<file path="src/rtl/conv_tap_accumulator_if.sv">
// Handshake bundle between the multiplier, the tap accumulator and the
// feature-map writer.
//   in_data/in_valid/in_ready     : product stream into the accumulator
//   out_data/out_sat/out_valid/out_ready : result stream toward the writer
// Modports:
//   slave  : the accumulator side (consumes products, produces results)
//   master : the environment side (produces products, consumes results)
interface conv_tap_accumulator_if #(
  parameter int IN_W  = 16,
  parameter int OUT_W = 16
);
  logic [IN_W-1:0]  in_data;
  logic             in_valid;
  logic             in_ready;
  logic [OUT_W-1:0] out_data;
  logic             out_sat;
  logic             out_valid;
  logic             out_ready;

  modport slave (
    input  in_data, in_valid, out_ready,
    output in_ready, out_data, out_sat, out_valid
  );

  modport master (
    output in_data, in_valid, out_ready,
    input  in_ready, out_data, out_sat, out_valid
  );
endinterface

</file>
<file path="src/rtl/conv_tap_accumulator.sv">
// Convolution tap accumulator: sums a programmable number of signed products
// plus a bias, then applies an arithmetic scale shift, optional ReLU and
// signed saturation. The result is held on a valid/ready output until taken.
// Ports:
//   clk, rst_n : clock, asynchronous active-low reset
//   clear      : synchronous abort of the current window / pending result
//   taps       : products per output (0 acts as 1), sampled on the first tap
//   bias       : signed bias, sampled on the first tap
//   relu_en    : clamp negative results to zero, sampled on the first tap
//   bus        : product input and result output handshakes (slave side)
module conv_tap_accumulator #(
  parameter int IN_W      = 16,
  parameter int BIAS_W    = 16,
  parameter int ACC_W     = 26,
  parameter int OUT_W     = 16,
  parameter int OUT_SHIFT = 0
) (
  input  logic                 clk,
  input  logic                 rst_n,
  input  logic                 clear,
  input  logic [7:0]           taps,
  input  logic [BIAS_W-1:0]    bias,
  input  logic                 relu_en,
  conv_tap_accumulator_if.slave bus
);

  typedef enum logic [1:0] {S_IDLE, S_ACC, S_HOLD} state_t;

  // Largest / smallest representable output, widened to the accumulator.
  localparam logic signed [ACC_W-1:0] SAT_MAX =
    {{(ACC_W-OUT_W+1){1'b0}}, {(OUT_W-1){1'b1}}};
  localparam logic signed [ACC_W-1:0] SAT_MIN = ~SAT_MAX;

  state_t                  state_q;
  logic signed [ACC_W-1:0] acc_q;
  logic [7:0]              cnt_q;
  logic [7:0]              taps_q;
  logic                    relu_q;
  logic [OUT_W-1:0]        out_data_q;
  logic                    out_sat_q;
  logic                    out_valid_q;

  logic                    in_fire;
  logic [7:0]              taps_eff;
  logic signed [ACC_W-1:0] in_ext;
  logic signed [ACC_W-1:0] bias_ext;
  logic signed [ACC_W-1:0] acc_d;
  logic signed [ACC_W-1:0] shifted;
  logic signed [ACC_W-1:0] clamped;
  logic                    relu_sel;
  logic                    last_tap;
  logic [OUT_W-1:0]        res_data;
  logic                    res_sat;

  assign bus.in_ready  = (state_q != S_HOLD);
  assign bus.out_data  = out_data_q;
  assign bus.out_sat   = out_sat_q;
  assign bus.out_valid = out_valid_q;

  assign in_fire  = bus.in_valid && bus.in_ready;
  assign taps_eff = (taps == 8'd0) ? 8'd1 : taps;
  assign in_ext   = ACC_W'($signed(bus.in_data));
  assign bias_ext = ACC_W'($signed(bias));

  // The result is formed from the sum that includes the tap being accepted,
  // so the first tap uses the live relu_en and later taps the latched copy.
  always_comb begin
    acc_d    = (state_q == S_IDLE) ? (bias_ext + in_ext) : (acc_q + in_ext);
    relu_sel = (state_q == S_IDLE) ? relu_en : relu_q;
    last_tap = (state_q == S_IDLE) ? (taps_eff == 8'd1)
                                   : ((cnt_q + 8'd1) == taps_q);
    shifted  = acc_d >>> OUT_SHIFT;
    clamped  = (relu_sel && shifted[ACC_W-1]) ? '0 : shifted;
    res_data = clamped[OUT_W-1:0];
    res_sat  = 1'b0;
    if (clamped > SAT_MAX) begin
      res_data = SAT_MAX[OUT_W-1:0];
      res_sat  = 1'b1;
    end else if (clamped < SAT_MIN) begin
      res_data = SAT_MIN[OUT_W-1:0];
      res_sat  = 1'b1;
    end
  end

  always_ff @(posedge clk or negedge rst_n) begin
    if (!rst_n) begin
      state_q     <= S_IDLE;
      acc_q       <= '0;
      cnt_q       <= '0;
      taps_q      <= '0;
      relu_q      <= 1'b0;
      out_data_q  <= '0;
      out_sat_q   <= 1'b0;
      out_valid_q <= 1'b0;
    end else if (clear) begin
      state_q     <= S_IDLE;
      acc_q       <= '0;
      cnt_q       <= '0;
      out_valid_q <= 1'b0;
    end else begin
      case (state_q)
        S_IDLE: begin
          if (in_fire) begin
            taps_q <= taps_eff;
            relu_q <= relu_en;
            acc_q  <= acc_d;
            cnt_q  <= 8'd1;
            if (last_tap) begin
              state_q     <= S_HOLD;
              out_valid_q <= 1'b1;
              out_data_q  <= res_data;
              out_sat_q   <= res_sat;
            end else begin
              state_q <= S_ACC;
            end
          end
        end
        S_ACC: begin
          if (in_fire) begin
            acc_q <= acc_d;
            cnt_q <= cnt_q + 8'd1;
            if (last_tap) begin
              state_q     <= S_HOLD;
              out_valid_q <= 1'b1;
              out_data_q  <= res_data;
              out_sat_q   <= res_sat;
            end
          end
        end
        S_HOLD: begin
          if (bus.out_ready) begin
            state_q     <= S_IDLE;
            out_valid_q <= 1'b0;
          end
        end
        default: begin
          state_q     <= S_IDLE;
          out_valid_q <= 1'b0;
        end
      endcase
    end
  end

endmodule

</file>
<file path="src/flat_wrapper.sv">
// flat-port wrapper written by rule: the top's interface ports become plain ports
module conv_tap_accumulator_flat 
#(
  parameter int IN_W      = 16,
  parameter int BIAS_W    = 16,
  parameter int ACC_W     = 26,
  parameter int OUT_W     = 16,
  parameter int OUT_SHIFT = 0
)
  (clk, rst_n, clear, taps, bias, relu_en, bus_in_data, bus_in_valid, bus_out_ready, bus_in_ready, bus_out_data, bus_out_sat, bus_out_valid);
  conv_tap_accumulator_if #(.IN_W(IN_W), .OUT_W(OUT_W)) bus_i ();
  input  logic clk;
  input  logic rst_n;
  input  logic clear;
  input  logic [7:0] taps;
  input  logic [BIAS_W-1:0] bias;
  input  logic relu_en;
  input wire logic [$bits(bus_i.in_data)-1:0] bus_in_data;
  input wire logic [$bits(bus_i.in_valid)-1:0] bus_in_valid;
  input wire logic [$bits(bus_i.out_ready)-1:0] bus_out_ready;
  output wire logic [$bits(bus_i.in_ready)-1:0] bus_in_ready;
  output wire logic [$bits(bus_i.out_data)-1:0] bus_out_data;
  output wire logic [$bits(bus_i.out_sat)-1:0] bus_out_sat;
  output wire logic [$bits(bus_i.out_valid)-1:0] bus_out_valid;
  assign bus_i.in_data = bus_in_data;
  assign bus_i.in_valid = bus_in_valid;
  assign bus_i.out_ready = bus_out_ready;
  assign bus_in_ready = bus_i.in_ready;
  assign bus_out_data = bus_i.out_data;
  assign bus_out_sat = bus_i.out_sat;
  assign bus_out_valid = bus_i.out_valid;
  conv_tap_accumulator #(.IN_W(IN_W), .BIAS_W(BIAS_W), .ACC_W(ACC_W), .OUT_W(OUT_W), .OUT_SHIFT(OUT_SHIFT)) u_core (.clk(clk), .rst_n(rst_n), .clear(clear), .taps(taps), .bias(bias), .relu_en(relu_en), .bus(bus_i));
endmodule
</file>
<file path="config.mk">
export PLATFORM = sky130hd
export DESIGN_NAME = conv_tap_accumulator_flat
export DESIGN_NICKNAME = d
export VERILOG_FILES = /design/src/rtl/conv_tap_accumulator_if.sv /design/src/rtl/conv_tap_accumulator.sv /design/src/flat_wrapper.sv
export SDC_FILE = /design/constraint.sdc
export NUM_CORES = 1
export LEC_CHECK = 0
export CORE_MARGIN = 2
export CORE_UTILIZATION = 40
export CTS_BUF_LIST = sky130_fd_sc_hd__clkbuf_16
export DETAILED_ROUTE_END_ITERATION = 7
export GPL_TIMING_DRIVEN = 0
export PLACE_DENSITY_LB_ADDON = 0.1
export RECOVER_POWER = 100
export REMOVE_ABC_BUFFERS = 1
export SYNTH_ARGS = -nofsm -noshare
export SYNTH_HDL_FRONTEND = slang
export SYNTH_SLANG_ARGS = --single-unit
export TNS_END_PERCENT = 5
</file>
<file path="constraint.sdc">
create_clock -name clk -period 4.4 [get_ports clk]
set_input_delay 1.1 -clock clk [delete_from_list [all_inputs] [get_ports clk]]
set_output_delay 1.1 -clock clk [all_outputs]
set_load 0.03 [all_outputs]
</file>
==> metrics.md <==
| Metric | Value |
|---|---|
| Status | `complete, but fails checks` |
| Failing checks | `max-capacitance violations, max-slew violations` |
| # rows | `42` |
| Inserted Diodes | `0` |
| Met2 usage | `37.4%` |
| Layout area overhead | `24.8%` |
| GR Util met3 | `5.14%` |
| Register bit count reported by yosys | `63` |
| Core area | `0.0132 mm^2` |
| Max-capacitance violation count | `1` |
| Die H | `120 um` |
| Syn Std Cell Area | `0.00541 mm^2` |
| Library cells used by synthesis | `66` |
| Yosys top cell area share | `29.2%` |
| DRT iter0 DRCs | `294` |
| Non-filler cells, final | `884` |
| Share of layout cells above drive strength 1 | `11.0%` |
| Grt ovf | `0` |
| Clk sink count | `63` |
| Routed wire length | `16400 um` |
| Synth area leaders | `dfrtp_1 29%, ha_1 9.7%, nand2_1 6.4%` |
| Post-synth top area cell | `dfrtp_1` |
| Remaining DRCs | `0` |
| CP max stage delay | `0.46 ns` |
| Fin. max-slew vios | `64` |
| Pwr Density | `370 mW/mm^2` |
| R2R Setup Slk | `0.56 ns` |
| Startpoint types | `input port` |
| CTS Buf Count | `9` |
| Worst slew pin tran | `1.71 ns` |
| Vias in the first global route | `5146` |
| Ys async rst share | `100%` |
| Final setup viols | `0` |
| Port Buf Inserts | `64` |
| Fin crit share | `98.6%` |
| WL/cell | `18.6 um` |
| Boundary Pins | `65` |
| First-pass GRT wire length | `26500 um` |
| CP Max Fanout | `8` |
| WP data arrival | `4.59 ns` |
| Placed Cells | `857` |
| CTS tree | `yes` |
| Total number of vias | `5253` |
| Hold-fix buffers at CTS | `0` |
| Worst-skew pair later-pin latency | `0.34 ns` |
| Most used routing layer | `met2` |
| Largest net degree at the start of global routing | `64` |
| Post-synthesis cell count | `643` |
| Starting Density | `40.8%` |
| Syn Area/Cell | `8.41 um^2` |
| ANT nets after route | `0` |
| Chip Width | `120 um` |
| Relative slew slack | `-13.8%` |
| Post-DP HPWL | `11900 um` |
| Tmin final | `4.34 ns` |
| Ys Warns | `0` |
| GR Util All Layers | `23.4%` |
| Clock tree buffer depth | `2` |
| Initial antenna violation count | `1` |
| Seq/Total Area, Yosys | `29.2%` |
| Commonest non-fill, non-tap cell in the layout | `nand2_1` |
| CTS root buf | `clkbuf_16` |
| Met1 usage | `31.9%` |
| Critical Path RT | `4.65 ns` |
| CP endpoint kind | `flop` |
| Post-synth EDFFs | `0` |
| Leakage | `3.02 nW` |
| Commonest cells after routing, fill and taps aside | `92 x nand2_1, 63 x dfrtp_1, 53 x o21ai_0` |
| Fmax | `230 MHz` |
| Fin Hold WS | `0.487 ns` |
| Fin. Hold Viols | `0` |
| Hold crit path type | `reg -> reg` |
| Vias per inst | `5.94` |
| Max IR drop VDD | `0.265 mV` |
| Die area | `0.0145 mm^2` |
| # fillers | `1287` |
| GPL Wtd Cong | `0.881` |
| H-tree depth | `3` |
| Post-DP Area | `0.00619 mm^2` |
| Crit-path cells | `clkdlybuf4s50_1 -> ha_1 -> a21o_1 -> a21o_1 -> or2_1 -> a31oi_2 -> o22ai_2 -> or3b_4 -> nor4_4 -> a41oi_4 -> buf_12 -> o211ai_1` |
| Post-route cell area | `0.00675 mm^2` |
| Most Frequent Cell on Critical Path | `a21o_1` |
| CTS clk-pin slew, worst paths | `0.06 ns` |
| CP Class | `in -> reg` |
| Drt first pass iters | `5` |
| Final net count | `794` |
| TNS Setup | `0 ns` |
| Post-Route Skew | `0.00596 ns` |
| Slowest cell on the critical path | `or3b_4` |
| Post-synth top flop | `dfrtp_1` |
[sequential cells by signal, indices dropped and copies added, names as in the netlist]
signal and flops:
u_core.acc_q 26, u_core.taps_q 8, u_core.relu_q 1, u_core.bus.out_valid 1, u_core.cnt_q 8, u_core.bus.out_sat 1
u_core.state_q 2, u_core.bus.out_data 16
[metal layers]
metal	routed length [um]	part of all wire (%)	vias up
li1	-	-	2525
met1	7820	48	2575
met2	7560	46	125
met3	756	4.6	26
met4	303	1.8	2
met5	13	0.079	-
[area by class of cell]
class / count / area, um^2 / area share (%)
Tap cell: 176 / 220 / 3.26
Clock inverter: 6 / 55.1 / 0.816
Sequential cell: 63 / 1580 / 23.4
Timing Repair Buffer: 78 / 802 / 11.9
Inverter: 12 / 45.0 / 0.668
Multi-Input combinational cell: 540 / 3820 / 56.7
Clock buffer: 9 / 225 / 3.34
[through the flow]
step	util, %	power (mW)	setup slack [ns]
after floorplan	-	1.41	0.117
after global placement	46.4	1.73	-1.48
after detailed placement	46.8	1.75	-1.00
after CTS	49.6	2.47	0.0320
after global routing	51.0	2.66	-0.0357
final	51.0	2.50	0.0614
[final timing paths]
check                             startpoint                     end  depth (start not counted)
hold reg to reg             u_core.acc_q[11]        u_core.acc_q[11]                          2
hold / removal              u_core.acc_q[11]        u_core.acc_q[11]                          2
max in group asynchronous              rst_n        u_core.acc_q[17]                          1
setup reg to reg           u_core.state_q[0]  u_core.bus.out_data[1]                          8
min in group asynchronous              rst_n        u_core.acc_q[13]                          1
setup / recovery              bus_in_data[4]  u_core.bus.out_data[1]                         12
[power breakdown]
group	switching [mW]	internal (mW)	leakage [nW]
clock	0.269	0.429	0.144
combinational	0.630	0.436	2.04
sequential	0.0660	0.667	0.836
total	0.965	1.53	3.02
[logic make-up (layout without fill, tap and decap cells)]
kind of cell             Yosys count  in the layout  synth area share (%)
XOR/XNOR                          33             33                  5.35
flip-flops                        63             63                  29.2
multiplexers                      19             19                  3.73
AO/OA/AOI/OAI                    222            222                  28.0
adder cells (fa/ha/maj)           44             44                  10.5
buffers and inverters             40            105                  3.06
AND/OR/NAND/NOR                  222            222                  20.3
[worst max-delay path, delay by kind of cell]
kind,cells,cell delay [ns]
and+or+nand+nor,3,1.10
buffers and inverters,2,0.64
adders and majority gates,1,0.38
AOI/OAI and AO/OA,6,1.35
[Yosys cell counts (all sizes together), types with 4 or more instances]
| master | count |
|---|---|
| o22ai | 4 |
| dfrtp | 63 |
| nor3 | 8 |
| xnor2 | 22 |
| nand2 | 92 |
| a22o | 5 |
| a21o | 23 |
| and3 | 11 |
| nor4 | 4 |
| o21ai | 57 |
| nor2b | 5 |
| or3 | 6 |
| clkbuf | 22 |
| nand2b | 10 |
| a21oi | 48 |
| nand3 | 15 |
| a31oi | 10 |
| buf | 6 |
| nor3b | 4 |
| o21bai | 4 |
| mux2 | 9 |
| and4 | 9 |
| inv | 12 |
| o31ai | 5 |
| o21a | 9 |
| mux2i | 10 |
| nor2 | 36 |
| nand3b | 4 |
| nand4 | 6 |
| xor2 | 11 |
| o211ai | 25 |
| a211oi | 7 |
| ha | 42 |
| and2 | 5 |
[what timing repair did]
| item | CTS | global route |
|---|---|---|
| resized for setup | 13 | 18 |
| pin swaps | 6 | 11 |
| gates cloned | 0 | 1 |
| setup endpoints to repair | 16 | 17 |
| setup buffers | 3 | 8 |
(Power assumes the default switching activity.)
